<file path="config.mk">
export PLATFORM = sky130hd
export DESIGN_NAME = bcd_to_bin
export DESIGN_NICKNAME = d
export VERILOG_FILES = /design/src/rtl/bcd_to_bin.sv
export SDC_FILE = /design/constraint.sdc
export NUM_CORES = 1
export LEC_CHECK = 0
export BUFFER_PORTS_ARGS = -buffer_cell sky130_fd_sc_hd__buf_2
export CORE_MARGIN = 2
export CORE_UTILIZATION = 51
export CTS_CLUSTER_SIZE = 10
export DETAILED_ROUTE_END_ITERATION = 8
export GPL_TIMING_DRIVEN = 0
export PLACE_DENSITY_LB_ADDON = 0.08
export RECOVER_POWER = 100
export SETUP_SLACK_MARGIN = 0.5
export SYNTH_ARGS = -nofsm -noshare
export SYNTH_HDL_FRONTEND = slang
export SYNTH_SLANG_ARGS = --single-unit
</file>
<file path="constraint.sdc">
create_clock -name clk -period 1.5 [get_ports clk]
set_input_delay 0.075 -clock clk [delete_from_list [all_inputs] [get_ports clk]]
set_output_delay 0.075 -clock clk [all_outputs]
set_load 0.02 [all_outputs]
</file>
<file path="src/rtl/bcd_to_bin.sv">
// bcd_to_bin: sequential sign + 3-digit BCD to signed 8-bit binary converter.
// Uses reverse double-dabble: each SHIFT cycle shifts {bcd_sr, mag_sr} right by
// one, then subtracts 3 from every BCD digit that is >= 8.
// Optional feature macro: BCD_SATURATE_EN. When it is defined, out-of-range
// results clamp to +127 / -128. When it is undefined, they give 0. Both builds
// set error=1 for out-of-range values.
//
// Handshake: start is sampled only in IDLE or DONE. The sampling edge latches
// the operands. data_ready=1 (DONE state) marks binary/error as valid, and
// they hold until the next accepted start. start during SHIFT is ignored.
module bcd_to_bin (
  input  logic       clk,
  input  logic       rst,
  input  logic       start,
  input  logic       sign,
  input  logic [3:0] hundreds,
  input  logic [3:0] tens,
  input  logic [3:0] ones,
  output logic [7:0] binary,
  output logic       busy,
  output logic       data_ready,
  output logic       error
);

  localparam logic [1:0] IDLE  = 2'd0;
  localparam logic [1:0] SHIFT = 2'd1;
  localparam logic [1:0] DONE  = 2'd2;

  logic [1:0]  state;
  logic        sign_r;
  logic [11:0] bcd_sr;
  logic [9:0]  mag_sr;
  logic [3:0]  count;
  logic [7:0]  binary_r;
  logic        error_r;

  logic        digit_bad;
  logic [21:0] shifted;
  logic [11:0] bcd_adj;
  logic [9:0]  mag_next;
  logic [7:0]  res_bin;
  logic        res_err;

  // Reverse double-dabble correction for a single BCD digit.
  function automatic logic [3:0] dabble_adj(input logic [3:0] d);
    return (d >= 4'd8) ? (d - 4'd3) : d;
  endfunction

  // Detect any non-decimal digit on the live inputs at the start edge.
  always_comb begin
    digit_bad = (hundreds > 4'd9) || (tens > 4'd9) || (ones > 4'd9);
  end

  // Shift, then correct each digit of the shifted BCD register.
  always_comb begin
    shifted  = {bcd_sr, mag_sr} >> 1;
    mag_next = shifted[9:0];
    bcd_adj  = {dabble_adj(shifted[21:18]),
                dabble_adj(shifted[17:14]),
                dabble_adj(shifted[13:10])};
  end

  // Range check and sign application on the final magnitude.
  always_comb begin
    res_bin = 8'd0;
    res_err = 1'b0;
    if (!sign_r) begin
      if (mag_next <= 10'd127) begin
        res_bin = mag_next[7:0];
      end else begin
        res_err = 1'b1;
`ifdef BCD_SATURATE_EN
        res_bin = 8'h7F;
`else
        res_bin = 8'h00;
`endif
      end
    end else begin
      if (mag_next <= 10'd128) begin
        // 128 maps to 8'h80, and -0 maps to 0.
        res_bin = 8'd0 - mag_next[7:0];
      end else begin
        res_err = 1'b1;
`ifdef BCD_SATURATE_EN
        res_bin = 8'h80;
`else
        res_bin = 8'h00;
`endif
      end
    end
  end

  // Control FSM and datapath registers.
  always_ff @(posedge clk or negedge rst) begin
    if (!rst) begin
      state    <= IDLE;
      sign_r   <= 1'b0;
      bcd_sr   <= 12'd0;
      mag_sr   <= 10'd0;
      count    <= 4'd0;
      binary_r <= 8'd0;
      error_r  <= 1'b0;
    end else begin
      case (state)
        IDLE, DONE: begin
          if (start) begin
            sign_r <= sign;
            bcd_sr <= {hundreds, tens, ones};
            mag_sr <= 10'd0;
            count  <= 4'd10;
            if (digit_bad) begin
              state    <= DONE;
              binary_r <= 8'd0;
              error_r  <= 1'b1;
            end else begin
              state <= SHIFT;
            end
          end
        end
        SHIFT: begin
          bcd_sr <= bcd_adj;
          mag_sr <= mag_next;
          count  <= count - 4'd1;
          if (count == 4'd1) begin
            state    <= DONE;
            binary_r <= res_bin;
            error_r  <= res_err;
          end
        end
        default: begin
          state    <= IDLE;
          sign_r   <= 1'b0;
          bcd_sr   <= 12'd0;
          mag_sr   <= 10'd0;
          count    <= 4'd0;
          binary_r <= 8'd0;
          error_r  <= 1'b0;
        end
      endcase
    end
  end

  // Status outputs decode directly from the state register.
  always_comb begin
    busy       = (state == SHIFT);
    data_ready = (state == DONE);
    binary     = binary_r;
    error      = error_r;
  end

endmodule

</file>
==> summary.md <==
| Metric | Value |
|---|---|
| First-pass GRT wire length | 9080 um |
| RR Startpoint | mag_sr[1] |
| Total CTS buffers | 5 |
| Nets | 282 |
| Post-Synthesis Cells | 191 |
| Worst Path Required | 1.71 ns |
| Clock slew at reported path FFs | 0.07 ns |
| Worst R2R Setup Slack | -0.36 ns |
| Commonest non-fill, non-tap cell in the layout | dfrtp_1 |
| Post-DR wirelength/cell | 20.3 um |
| Pwr dens | 1260 mW/mm^2 |
| RSZ-0062 raised after global routing | true |
| R2r worst-path depth | 6 |
| Leading area contributor after synthesis | dfrtp_1 |
| Cell breakdown of the critical path | inv_2 -> ha_4 -> or4b_4 -> o31ai_4 -> nand3_1 -> o211ai_1 |
| Grt total ovfl | 0 |
| Worst min path class | input pin to asynchronous set/reset pin |
| Post-route cell area | 0.00295 sq mm |
| Minimum clock period | 1.86 ns |
| Antenna violations before repair | 0 |
| Synthesis Warnings | 0 |
| Largest cells by area after synthesis | dfrtp_1, mux2i_1, ha_1 |
| Worst Tran Pin Value | 0.946 ns |
| Clock sink total | 37 |
| Crit. End Element | register |
| Clk Latency, worst-skew pair | 0.30 ns |
| Final setup margin | -0.360 ns |
| IO buf count | 26 |
| Worst path slowest cell | or4b_4 |
| DRT Pass-1 Iters | 4 |
| Status | finished with violations |
| Max clock buf depth | 2 |
| Switching pwr | 1.30 mW |
| Violation count after the first detailed-route iteration | 131 |
| Die Wd | 66.7 um |
| Setup CP Type | register to register |
| Pre-CTS setup slack | -0.403 ns |
| Syn Nets | 214 |
| Routed wire length | 6230 um |
| Area grow syn2layout | 46.9% |
| Number of routed nets with antenna violations | 0 |
| Post-route clock period utilization | 124% |
| Reg power frac | 37.6% |
| CTS Root Cell | clkbuf_8 |
| HPWL after DPL | 3190 um |
| Largest net degree at the start of global routing | 38 |
| Vias/cell | 5.99 |
| Max transition margin | 36.9% |
| Arr. time, crit path | 2.07 ns |
| Max-Cap Viols | 0 |
| Hold Vio Cnt, Final | 37 |
| Die Y | 66.7 um |
| Crit start category | register |
| Int Power | 2.41 mW |
| DRC | 0 |
| Leakage | 1.33 nW |
| GPL Wtd Cong | 0.820 |
| Syn_area_per_cell | 10.5 sq um |
| Reg2Reg Capture Point | binary[4] |
| Placed cell area | 0.00228 sq mm |
| Mapped Area | 0.00200 sq mm |
| CTS tree | built |
| Count of pins over their slew limit | 0 |
| Hold slack final | -0.0833 ns |
| DR vias | 1840 |
| WP buf/inv | 1 |
| Die ar. | 0.00445 sq mm |
| Peak VDD IR | 0.752 mV |
| Final Setup Violations | 33 |
| Clk pwr share | 22.5% |
| Combinational fraction of design power | 39.9% |
| Critical-path maximum fanout | 4 |
| Share of cells above drive strength 1 | 45.6% |
| Initial core utilization | 53.9% |
| Area share of the largest cell type after synthesis | 46.2% |
| Core Area | 0.00372 sq mm |
| Most frequent cells in the layout | dfrtp_1, buf_4, buf_2 |
| Violated checks | negative hold slack, negative setup slack |
| N_diodes | 0 |
| #FFs+latches synth | 37 |
| Vias in the first global route | 1787 |
| Worst path max stage delay | 0.51 ns |
| Layout Skew | 0.00658 ns |
| Cell row count | 22 |
| Register area share after synthesis | 46.2% |
| Ports | 27 |
| GR Util All Layers | 28.3% |
| CP delay by family, top | simple AND/OR/NAND/NOR gates |
| Number of distinct library cells after synthesis | 42 |
| Fmax | 538 MHz |
| Sw Ratio | 35.1% |
| H-tree levels | 2 |
-- how the worst max path moves through the flow --
stage,from,endpoint,depth (start not counted)
final,mag_sr[1],binary[4],6
after global routing,mag_sr[1],binary[4],6
after CTS,mag_sr[2],binary[2],6
after detailed placement,count[1],binary[4],6
after global placement,count[1],binary[4],6
after floorplan,mag_sr[2],binary[4],6
-- sequential cells by signal (all words and copies together) (netlist names) --
signal and count:
error 1, state 2, sign_r 1, count 4
bcd_sr 12, binary 8, mag_sr 9
-- final cells by class --
class | instances | area [sq um]
multi-input cells | 129 | 1170
plain buffers | 13 | 173
flip-flops and latches | 37 | 928
clock inverters | 2 | 35.0
fillers | 233 | 771
well taps | 48 | 60.1
clock buffers | 5 | 68.8
repair buffers | 61 | 454
inverters | 12 | 57.6
-- layer usage --
metal / global-route usage [%] / wire length, um
met1: 36.8 / 2650
met2: 46.1 / 3100
met3: 6.59 / 321
met4: 9.69 / 162
met5: 0 / 0
-- synth_stat cells --
cell,n
dfrtp_1,37
o21ai_0,16
mux2i_1,14
nand2_1,13
inv_1,12
o22ai_1,12
nor2_1,8
ha_1,7
xnor2_1,7
nor2b_1,6
a22o_1,5
clkbuf_1,5
a21oi_1,4
nand3_1,4
o2bb2ai_1,4
buf_2,3
buf_4,3
a22o_2,2
a32o_1,2
nand2b_1,2
nor3_1,2
nor3b_1,2
o31a_1,2
a222oi_1,1
a22oi_1,1
and4b_1,1
buf_6,1
clkbuf_2,1
nand4_1,1
nor4_1,1
nor4_4,1
nor4b_1,1
o211ai_1,1
o21ai_2,1
o31ai_1,1
o31ai_4,1
o41ai_4,1
or2_0,1
or3_1,1
or3b_2,1
or4b_4,1
xor2_1,1
-- worst register-to-register path, cell delays in order, from the launching register on --
cell,delay (ns)
dfrtp_1,0.40
inv_2,0.09
ha_4,0.13
or4b_4,0.51
o31ai_4,0.26
nand3_1,0.16
o211ai_1,0.22
-- per-stage QoR --
step	TNS (ns)	util (%)	instances	power [mW]
after floorplan	-1.29	-	191	2.00
after global placement	-2.54	61.5	265	2.20
after detailed placement	-2.94	61.5	265	2.25
after CTS	-2.52	75.1	295	3.45
after global routing	-6.53	79.3	307	3.88
final	-5.06	79.3	307	3.72
-- kinds of logic (layout without fill, tap and decap cells) --
group           Yosys count  after routing  synth area share [%]
compound gates           54             54                  20.0
simple gates             46             46                  13.0
flops                    37             37                  46.2
buf+inv                  25             93                  5.87
mux                      14             14                  6.99
xor+xnor                  8              8                  3.50
fa+ha+maj                 7              7                  4.37
-- power groups by stage --
stage	clock network, mW	registers [mW]	logic [mW]
floorplan	0	1.35	0.646
global placement	0	1.37	0.824
detailed placement	0	1.39	0.857
CTS	0.840	1.37	1.24
global route	0.900	1.42	1.56
finish	0.837	1.40	1.48
-- what timing repair did --
item,CTS,global route
endpoints found under the hold margin,37,37
gates resized for setup,51,26
cloned,2,0
setup endpoints to repair,39,38
pin swaps,23,18
setup buffers,21,12
Note: power is estimated with default switching activity, not from simulation.
